**src/rtl/aibcr3_ddr_serializer.sv**
```systemverilog
// Multi-lane parallel-to-DDR serializer for the AIB transmit path.
// Holding register feeds a per-lane shifter; two bits per lane per clock.
module aibcr3_ddr_serializer #(
  parameter int   LANES     = 1,
  parameter int   RATIO     = 4,
  parameter logic IDLE_EVEN = 1'b0,
  parameter logic IDLE_ODD  = 1'b0
) (
  input  logic                     clk,
  input  logic                     rst_n,
  input  logic                     ser_en,
  input  logic [LANES*2*RATIO-1:0] in_data,
  input  logic                     in_valid,
  output logic                     in_ready,
  output logic [LANES-1:0]         dout,
  output logic                     busy,
  output logic                     underflow
);

  localparam int W  = LANES * 2 * RATIO;
  localparam int CW = (RATIO > 2) ? $clog2(RATIO) : 1;
  localparam logic [CW-1:0] LAST = CW'(RATIO - 1);

  logic [W-1:0]     hold_q, hold_d;
  logic             hold_full_q, hold_full_d;
  logic [W-1:0]     shift_q, shift_d;
  logic             sh_full_q, sh_full_d;
  logic [CW-1:0]    cnt_q, cnt_d;
  logic [LANES-1:0] even_q, even_d;
  logic [LANES-1:0] odd_q, odd_d;
  logic             busy_q, busy_d;
  logic             uflow_q, uflow_d;
  logic             rdy_en_q;

  logic             ready;
  logic             accept;
  logic             emit;
  logic             last;
  logic             load;
  logic [LANES-1:0] beat_even;
  logic [LANES-1:0] beat_odd;

  always_ff @(posedge clk or negedge rst_n) begin
    if (!rst_n) begin
      hold_q      <= '0;
      hold_full_q <= 1'b0;
      shift_q     <= '0;
      sh_full_q   <= 1'b0;
      cnt_q       <= '0;
      even_q      <= {LANES{IDLE_EVEN}};
      odd_q       <= {LANES{IDLE_ODD}};
      busy_q      <= 1'b0;
      uflow_q     <= 1'b0;
      rdy_en_q    <= 1'b0;
    end else begin
      hold_q      <= hold_d;
      hold_full_q <= hold_full_d;
      shift_q     <= shift_d;
      sh_full_q   <= sh_full_d;
      cnt_q       <= cnt_d;
      even_q      <= even_d;
      odd_q       <= odd_d;
      busy_q      <= busy_d;
      uflow_q     <= uflow_d;
      rdy_en_q    <= 1'b1;
    end
  end

  // The shifter consumes its low two bits per lane every emitted beat.
  always_comb begin
    beat_even = '0;
    beat_odd  = '0;
    for (int l = 0; l < LANES; l++) begin
      beat_even[l] = shift_q[l*2*RATIO];
      beat_odd[l]  = shift_q[l*2*RATIO+1];
    end
  end

  always_comb begin
    ready  = rdy_en_q & ser_en & ~hold_full_q;
    accept = in_valid & ready;
    emit   = sh_full_q;
    last   = emit & (cnt_q == LAST);
    load   = hold_full_q & (~sh_full_q | last);
  end

  always_comb begin
    hold_d      = hold_q;
    hold_full_d = hold_full_q;
    shift_d     = shift_q;
    sh_full_d   = sh_full_q;
    cnt_d       = cnt_q;
    even_d      = {LANES{IDLE_EVEN}};
    odd_d       = {LANES{IDLE_ODD}};
    busy_d      = 1'b0;
    uflow_d     = 1'b0;
    if (!ser_en) begin
      hold_full_d = 1'b0;
      sh_full_d   = 1'b0;
      cnt_d       = '0;
    end else begin
      if (accept) begin
        hold_d = in_data;
      end
      hold_full_d = accept | (hold_full_q & ~load);
      if (emit) begin
        even_d    = beat_even;
        odd_d     = beat_odd;
        busy_d    = 1'b1;
        shift_d   = shift_q >> 2;
        sh_full_d = ~last;
        cnt_d     = last ? '0 : cnt_q + 1'b1;
      end else begin
        uflow_d = busy_q;
      end
      if (load) begin
        shift_d   = hold_q;
        sh_full_d = 1'b1;
        cnt_d     = '0;
      end
    end
  end

  // High phase carries the odd bit, low phase the even bit.
  always_comb begin
    in_ready  = ready;
    busy      = busy_q;
    underflow = uflow_q;
    dout      = clk ? odd_q : even_q;
  end

endmodule

```
**config.mk**
```make
export PLATFORM = sky130hd
export DESIGN_NAME = aibcr3_ddr_serializer
export DESIGN_NICKNAME = d
export VERILOG_FILES = /design/src/rtl/aibcr3_ddr_serializer.sv
export SDC_FILE = /design/constraint.sdc
export NUM_CORES = 1
export LEC_CHECK = 0
export ABC_AREA = 1
export BUFFER_PORTS_ARGS = -buffer_cell sky130_fd_sc_hd__buf_2
export CORE_AREA = 2 2 50 64
export DETAILED_ROUTE_END_ITERATION = 16
export DIE_AREA = 0 0 52 66
export HOLD_SLACK_MARGIN = 0.05
export SYNTH_ARGS = -nofsm -noshare
export SYNTH_HDL_FRONTEND = slang
export SYNTH_SLANG_ARGS = --single-unit
```
**constraint.sdc**
```tcl
create_clock -name clk -period 4 [get_ports clk]
set_clock_uncertainty 0.2 [all_clocks]
set_input_delay 0.8 -clock clk [delete_from_list [all_inputs] [get_ports clk]]
set_output_delay 0.8 -clock clk [all_outputs]
set_load 0.02 [all_outputs]
```
# Word level (Yosys, flattened, before mapping)
# Index checks and enable logic that the tools add are counted.
dict set report word_totals {
  reg_bits 25
  latchBits 0
  ramBits 0
  romBits 0
  in_bits 12
  out_inout_bits 4
  word_cells 47
  memories 0
}
dict set report classes {
  n_addsub 1
  multipliers 0
  div 0
  order_cmp 0
  eq_ne 2
  n_shift 0
  mux 19
  n_bitwise 12
  reduce_logical 3
}
# operator n
set ops {}
lappend ops {{$mux W8} 2}
lappend ops {{$mux W1} 13}
lappend ops {{$mux W2} 4}
lappend ops {{$and A1 B1 Y1} 6}
lappend ops {{$not A1 Y1} 4}
lappend ops {{$reduce_and A2 Y1} 2}
lappend ops {{$ne A3 B1 Y1 const B} 1}
lappend ops {{$add A2 B1 Y2 const B} 1}
lappend ops {{$eq A2 B2 Y1 const B} 1}
lappend ops {{$or A1 B1 Y1} 2}
lappend ops {{$reduce_bool A2 Y1} 1}

# Longest topological paths before layout
# Gate-level depths: netlist (run 1).
dict set report logic_depth {
  ltp_word 8
  ltp_mapped 7
  depth_no_buf 7
}

==> out/metrics.cfg, run 1 <==
[die]
rows = 22
dieArea_um2 = 3430
ios = 16
core-area_um2 = 2840
die_x_um = 52
start_util = 0.405
die_height_um = 66

[timing]
worst_pin_slew_ns = 0.531
hold_violations = 0
max-slew-margin-rel = 0.646
setup_viol = 0
rsz0062_at_grt = false
slew_viol_final = 0
whs_ns = 0.134
finalSetupTns_ns = 0

[logic_synthesis]
yosysTopAreaCellShare = 0.545
ys_top_cells_by_area = dfrtp_1 55%, nand2_1 12%, nand3_1 10%
synth_edf_count = 0
seq_area_frac_synth = 0.545
synth_cell_types = 20
syn_inst = 130
synth-seq-cells = 25
synthArstFlopShare = 1.00
syn_nets = 143
synthTopCellsByCount = 38 x nand2_1, 25 x dfrtp_1, 23 x nand3_1, 19 x inv_1
synth.most_common_cell = nand2_1
netlist_area_um2 = 1150
post-synth-top-area-cell = dfrtp_1
synth_area_per_cell_um2 = 8.83
yosysWarningCount = 0
synth_flop_cell = dfrtp_1

[routing]
drc = 0
routed_wirelength_um = 1870
drt_pre_antenna_iters = 4
initialDrtViolationCount = 10
vias_per_cell = 4.52
via_count = 836
post_drt_wl_per_cell_um = 10.1
postRouteAntennaNets = 0

[power]
p_seq_frac = 0.568
clockPowerShare = 0.286
finalPower_mw = 0.550
internal_power_mw = 0.396
netSwitchingFraction = 0.279
pwr-share-comb = 0.146
p_per_area_nw_per_um2 = 425
p_leak_nw = 0.732
switching_power_mw = 0.153
irDropWorstVdd_v = 0.000217

[min_path]
hold_path_class = in2async

[placed_design]
finalWeightedCongestion = 0.762
hpwl_um = 1410
io_buffers = 15
placed_area_um2 = 1240

[finish]
n_antenna_cell = 0
drive_gt1_frac = 0.221
final_area_um2 = 1290
final_core_util = 0.456
area_delta_synth_final_pct = 12.8
nets = 163

[cts]
cts_tree = built
cts-resized-gates = 0
clk_pin_slew_worst_paths_ns = 0.13
insertion_delay_ns = 0.42
cts_hold_buf = 0
cts_setup_buffers = 0

[global_route]
grt_max_degree = 26
antenna_found_initial = 0
grt_pass1_vias = 856
grtUsageTotal = 0.142
grt_pass1_wl_um = 3500
grt.overflow.total = 0

[flow_run]
maxCapViolCount = 0

[worst_setup_path]
crit_path_end_kind = output port
critPathArrivalTime_ns = 2.65
critPathRequiredTime_ns = 3.00
start_kind = clock port
worst-setup-path-type = clk2out
crit_fanout = 2

[run_status]
outcome = completed

## power by group through the flow
stage               clock (mW)  combinational [mW]  sequential [mW]
CTS                      0.166              0.0827            0.313
finish                   0.157              0.0802            0.312
global route             0.177              0.0974            0.317
detailed placement     0.00366              0.0822            0.318
floorplan              0.00349              0.0646            0.311
global placement       0.00366              0.0804            0.316
## state kept, by name, indices dropped and copies added, names as in the netlist
name	count
emit	1
rdy_en_q	1
shift_q	8
hold_q	8
cnt_q	2
hold_full_q	1
odd_q	1
busy	1
even_q	1
underflow	1
## logic make-up after synthesis
group | Yosys count | share of synthesized area
AO/OA/AOI/OAI | 4 | 0.0174
buffers and inverters | 24 | 0.0916
AND/OR/NAND/NOR | 74 | 0.322
adder cells (fa/ha/maj) | 1 | 0.0109
flip-flops | 25 | 0.545
other | 1 | 0.00327
multiplexers | 1 | 0.00981
## critical path, stage by stage
cell      delay [ns]
clkbuf_4        0.11
clkbuf_4        0.12
mux2_2          0.25
buf_2           0.16
## per-layer routing
metal	track usage	vias up	wire length [um]
met5	0	-	0
met4	0.0822	0	6
met3	0.0566	2	118
met2	0.225	25	917
met1	0.158	370	829
li1	-	439	-
## cell usage in the layout (no fill, tap or decap)
master,instances
and3_1,1
buf_2,15
clkbuf_4,6
clkinv_2,1
conb_1,1
dfrtp_1,25
ha_1,1
inv_1,19
inv_2,1
inv_4,1
mux2_2,1
nand2_1,38
nand2_2,3
nand2_4,4
nand3_1,23
nand3b_1,1
nand4_1,1
nor2_1,2
nor2_8,1
o21ai_1,4
## per-stage QoR
step,cells,setup WS (ns)
after floorplan,130,0.694
after detailed placement,178,0.609
after global routing,185,0.338
after CTS,185,0.347
after global placement,178,0.609
final,185,0.355
## area by class of cell
class | instances | area (um^2)
Tap cell | 36 | 45.0
Sequential cell | 25 | 626
Clock inverter | 1 | 5.00
Multi-Input combinational cell | 81 | 417
Inverter | 21 | 81.3
Fill cell | 298 | 1540
Clock buffer | 7 | 50.0
Timing Repair Buffer | 14 | 70.1
## final timing paths
kind / endpoint / depth (start not counted) / start / slack (ns)
setup / recovery: dout / 4 / clk / 0.35
max in group asynchronous: shift_q[4] / 1 / rst_n / 3.11
hold reg to reg: hold_q[4] / 2 / hold_q[4] / 0.29
setup reg to reg: shift_q[5] / 7 / cnt_q[0] / 2.54
hold / removal: cnt_q[1] / 1 / rst_n / 0.13
min in group clk: hold_q[4] / 2 / hold_q[4] / 0.29
No activity file was read; power rests on OpenSTA's default activity.
==> run 2, diff against run 1 <==
--- a/config.mk
+++ b/config.mk
@@ -5,11 +5,10 @@
 export SDC_FILE = /design/constraint.sdc
 export NUM_CORES = 1
 export LEC_CHECK = 0
-export ABC_AREA = 1
 export BUFFER_PORTS_ARGS = -buffer_cell sky130_fd_sc_hd__buf_2
-export CORE_AREA = 2 2 50 64
+export CORE_AREA = 2 2 48 61
 export DETAILED_ROUTE_END_ITERATION = 16
-export DIE_AREA = 0 0 52 66
+export DIE_AREA = 0 0 50 63
 export HOLD_SLACK_MARGIN = 0.05
 export SYNTH_ARGS = -nofsm -noshare
 export SYNTH_HDL_FRONTEND = slang
==> run 2 against run 1 <==
Effect of this change: clock power grew 4%; combinational power shrank 0.7%; via count shrank 9.3%; synthesized cell count shrank 33%; cell area shrank 8.7%; power grew 3.1%; critical path depth is the same; first-iteration DRC count grew 10%; flip-flop and latch count is the same; highest routed layer unchanged.
==> out/metrics.cfg, run 2 <==
[logic_synthesis]
synth.most_common_cell = dfrtp_1
syn_inst = 87
synth-seq-cells = 25
ys_top_cells_by_area = dfrtp_1 60%, mux2_2 9.8%, a31oi_1 3.6%
synth_cell_types = 25
post-synth-top-area-cell = dfrtp_1
yosysTopAreaCellShare = 0.605
yosysWarningCount = 0
netlist_area_um2 = 1030
syn_nets = 100
synth_flop_cell = dfrtp_1
synth_edf_count = 0
synthArstFlopShare = 1.00
synth_area_per_cell_um2 = 11.9
synthTopCellsByCount = 25 x dfrtp_1, 9 x mux2_2, 9 x nor2_1
seq_area_frac_synth = 0.605

[die]
die_height_um = 63
core-area_um2 = 2600
die_x_um = 50
start_util = 0.398
ios = 16
dieArea_um2 = 3150
rows = 21

[global_route]
grt_pass1_wl_um = 3230
grt_max_degree = 26
grt.overflow.total = 0
grt_pass1_vias = 756
grtUsageTotal = 0.145
antenna_found_initial = 0

[worst_setup_path]
start_kind = clock port
r2r_setup_slack_ns = 2.26
critPathRequiredTime_ns = 3.00
critPathArrivalTime_ns = 2.64
crit_fanout = 2
worst-setup-path-type = clk2out
crit_path_end_kind = output port

[cts]
cts_setup_buffers = 0
cts-resized-gates = 0
cts_tree = built
cts_hold_buf = 0
clk_pin_slew_worst_paths_ns = 0.13
insertion_delay_ns = 0.43

[finish]
area_delta_synth_final_pct = 14.1
largestRegisters = hold_q: 8 flops, shift_q: 8 flops, cnt_q: 2 flops
nets = 120
final_area_um2 = 1180
final_cell_mix = 25 x dfrtp_1, 15 x buf_2, 9 x mux2_2, 9 x nor2_1
drive_gt1_frac = 0.302
fill_cells = 256
n_antenna_cell = 0
final_common_cell = dfrtp_1

[routing]
vias_per_cell = 5.41
drt_pre_antenna_iters = 4
via_count = 758
postRouteAntennaNets = 0
initialDrtViolationCount = 11
drc = 0
routed_wirelength_um = 1890
post_drt_wl_per_cell_um = 13.5

[timing]
slew_viol_final = 0
rsz0062_at_grt = false
whs_ns = 0.132
setup_viol = 0
finalSetupTns_ns = 0
hold_violations = 0
max-slew-margin-rel = 0.611
worst_pin_slew_ns = 0.579

[power]
p_seq_frac = 0.571
p_leak_nw = 0.563
finalPower_mw = 0.567
p_per_area_nw_per_um2 = 480
irDropWorstVdd_v = 0.000253
internal_power_mw = 0.414
netSwitchingFraction = 0.270
clockPowerShare = 0.289
switching_power_mw = 0.153
pwr-share-comb = 0.140

[placed_design]
placed_area_um2 = 1130
hpwl_um = 1210
finalWeightedCongestion = 0.741
io_buffers = 15

[run_status]
outcome = completed

[min_path]
hold_path_class = in2async

[flow_run]
maxCapViolCount = 0

-- run 2: cell types whose count changed after synthesis, moves of 2 or more --
cell / before / now
nand2_1: 38 / 3
nand3_1: 23 / 0
inv_1: 19 / 2
mux2_2: 1 / 9
nor2_1: 2 / 9
a21oi_1: 0 / 6
a31oi_1: 0 / 6
o21ai_0: 0 / 6
nand2_4: 4 / 0
o21ai_1: 4 / 1
a32o_1: 0 / 2
nand2_2: 3 / 1
nor2b_1: 0 / 2
-- run 2: final timing paths --
kind,cells past startpoint,startpoint,end
min in group clk,1,shift_q[7],shift_q[7]
hold / removal,1,rst_n,emit
hold reg to reg,1,shift_q[7],shift_q[7]
setup reg to reg,3,hold_full_q,hold_q[1]
setup / recovery,4,clk,dout
max in group asynchronous,1,rst_n,hold_q[1]
-- run 2: layout make-up --
cell class	count	area, um^2	share of cell area
clock buffer	7	50.0	0.0424
clock inverter	1	5.00	0.00424
sequential	25	626	0.530
inverter	2	7.51	0.00636
tap	34	42.5	0.0360
timing repair buffer	14	70.1	0.0593
multi-input combinational	57	380	0.322
-- run 2: through the flow --
stage,setup WS (ns),std cells,utilization
after CTS,0.340,140,0.454
final,0.357,140,0.454
after floorplan,0.694,87,-
after global placement,0.609,133,0.435
after detailed placement,0.609,133,0.435
after global routing,0.315,140,0.454
-- run 2: worst max-delay path: stages --
cell	delay (ns)
clkbuf_4	0.11
clkbuf_4	0.12
mux2_2	0.25
buf_2	0.16
-- run 2: power groups by stage --
stage / combinational [mW] / clock, mW / sequential [mW]
4_1_cts: 0.0806 / 0.169 / 0.324
6_report: 0.0796 / 0.164 / 0.323
3_5_place_dp: 0.0793 / 0.00652 / 0.329
2_1_floorplan: 0.0620 / 0.00568 / 0.320
3_3_place_gp: 0.0775 / 0.00652 / 0.328
5_1_grt: 0.0918 / 0.186 / 0.331
-- run 2: layer usage --
layer  track usage  routed length (um)  up-vias
li1              -                   -      349
met1         0.169                 824      379
met2         0.202                 895       25
met3        0.0574                 123        5
met4         0.122                  51        0
met5             0                   0        -
-- run 2: cells by family after synthesis --
logic type / after synthesis / share of synthesized area
other cells: 1 / 0.00362
flops: 25 / 0.605
buf+inv: 5 / 0.0278
mux: 10 / 0.108
compound gates: 25 / 0.149
simple gates: 20 / 0.0955
fa+ha+maj: 1 / 0.0121
==> run 3, diff against run 2 <==
--- a/config.mk
+++ b/config.mk
@@ -10,6 +10,7 @@
 export DETAILED_ROUTE_END_ITERATION = 16
 export DIE_AREA = 0 0 50 63
 export HOLD_SLACK_MARGIN = 0.05
+export MAX_ROUTING_LAYER = met4
 export SYNTH_ARGS = -nofsm -noshare
 export SYNTH_HDL_FRONTEND = slang
 export SYNTH_SLANG_ARGS = --single-unit
==> run 3 against run 2 <==
Effect of this change: combinational power about the same; non-clock buffer count is the same; highest routed layer unchanged; via count is 0.53% lower; largest cell class unchanged; clock power about the same; critical endpoint unchanged; sequential power hardly changed.
==> out/metrics.cfg, run 3 (synthesis results as in run 2) <==
[worst_setup_path]
crit_path_end_kind = output port
critPathArrivalTime_ns = 2.64
regToRegStartpoint = hold_full_q
critPathRequiredTime_ns = 3.00
crit_fanout = 2
r2r_end = hold_q[1]
cp_top_family = buffers and inverters
path_cells = clkbuf_4 -> clkbuf_4 -> mux2_2 -> buf_2
r2r_cells = 3
crit_top_cell = clkbuf_4
slowest_stage = mux2_2
crit_buf_inv = 3
start_kind = clock port
r2r_setup_slack_ns = 2.27
worst-setup-path-type = clk2out
max_stage_delay_ns = 0.25

[routing]
postRouteAntennaNets = 0
initialDrtViolationCount = 13
routed_wirelength_um = 1900
vias_per_cell = 5.39
via_count = 754
drt_pre_antenna_iters = 4
post_drt_wl_per_cell_um = 13.6
drc = 0

[cts]
cts_hold_buf = 0
cts_tree = built
insertion_delay_ns = 0.44
cts-resized-gates = 0
clk_pin_slew_worst_paths_ns = 0.14
cts_setup_buffers = 0

[placed_design]
finalWeightedCongestion = 0.751
dp.cells = 133
placed_area_um2 = 1130
io_buffers = 15
hpwl_um = 1210

[timing]
setup_viol = 0
max-slew-margin-rel = 0.606
rsz0062_at_grt = false
hold_violations = 0
finalSetupTns_ns = 0
worst_pin_slew_ns = 0.588
slew_viol_final = 0

[global_route]
grtUsageTotal = 0.149
grt_pass1_wl_um = 3230
antenna_found_initial = 0
grt_pass1_vias = 757
grt.overflow.total = 0
grt_max_degree = 26

[die]
core-area_um2 = 2600
start_util = 0.398
die_x_um = 50
ios = 16
rows = 21
die_height_um = 63
dieArea_um2 = 3150

[finish]
area_delta_synth_final_pct = 14.1
n_antenna_cell = 0
multi_input_area_um2 = 380
final_area_um2 = 1180
largestRegisters = hold_q: 8 flops, shift_q: 8 flops, cnt_q: 2 flops
final_common_cell = dfrtp_1
nets = 120
fill_cells = 256
drive_gt1_frac = 0.302
stdcell_count = 140
final-seq-area_um2 = 626
final_cell_mix = 25 x dfrtp_1, 15 x buf_2, 9 x mux2_2, 9 x nor2_1

[power]
p_leak_nw = 0.563
finalPower_mw = 0.568
irDropWorstVdd_v = 0.000255
p_per_area_nw_per_um2 = 481

[flow_run]
maxCapViolCount = 0

[run_status]
outcome = completed

[min_path]
hold_path_class = in2async

## run 3: cell type report
cell class	count	area share
Multi-Input combinational cell	57	0.322
Timing Repair Buffer	14	0.0593
Sequential cell	25	0.530
Tap cell	34	0.0360
Inverter	2	0.00636
Clock buffer	7	0.0424
Clock inverter	1	0.00424
## run 3: report_power, final
part,switching (mW),internal [mW],total (mW)
registers,0.0254,0.298,0.324
clock network,0.0894,0.0750,0.164
logic,0.0396,0.0401,0.0797
total,0.154,0.414,0.568
## run 3: worst reg2reg max path, cell delays in order (launching register included)
cell and delay (ns):
dfrtp_1 0.61, and3b_1 0.25, nand2_2 0.20, mux2_2 0.36
## run 3: how the worst max path moves through the flow
stage               slack [ns]  endpoint  cells past startpoint  startpoint
floorplan                 0.69      dout                      1         clk
global placement          0.61      dout                      2         clk
detailed placement        0.61      dout                      2         clk
CTS                       0.34      dout                      4         clk
global route              0.32      dout                      4         clk
finish                    0.36      dout                      4         clk
## run 3: metal layers
layer  part of all wire  global-route usage  wire (um)  vias up
li1                   -                   -          -      350
met1               0.44               0.169        843      383
met2               0.48               0.202        915       16
met3              0.046              0.0574         87        5
met4              0.027               0.122         51        0
met5                  0                   -          0        -
## run 3: through the flow
step | util | hold WS, ns | setup WS (ns)
after global routing | 0.454 | 0.147 | 0.315
after detailed placement | 0.435 | 0.285 | 0.609
after floorplan | - | 0.260 | 0.694
final | 0.454 | 0.130 | 0.357
after global placement | 0.435 | 0.285 | 0.609
after CTS | 0.454 | 0.148 | 0.340
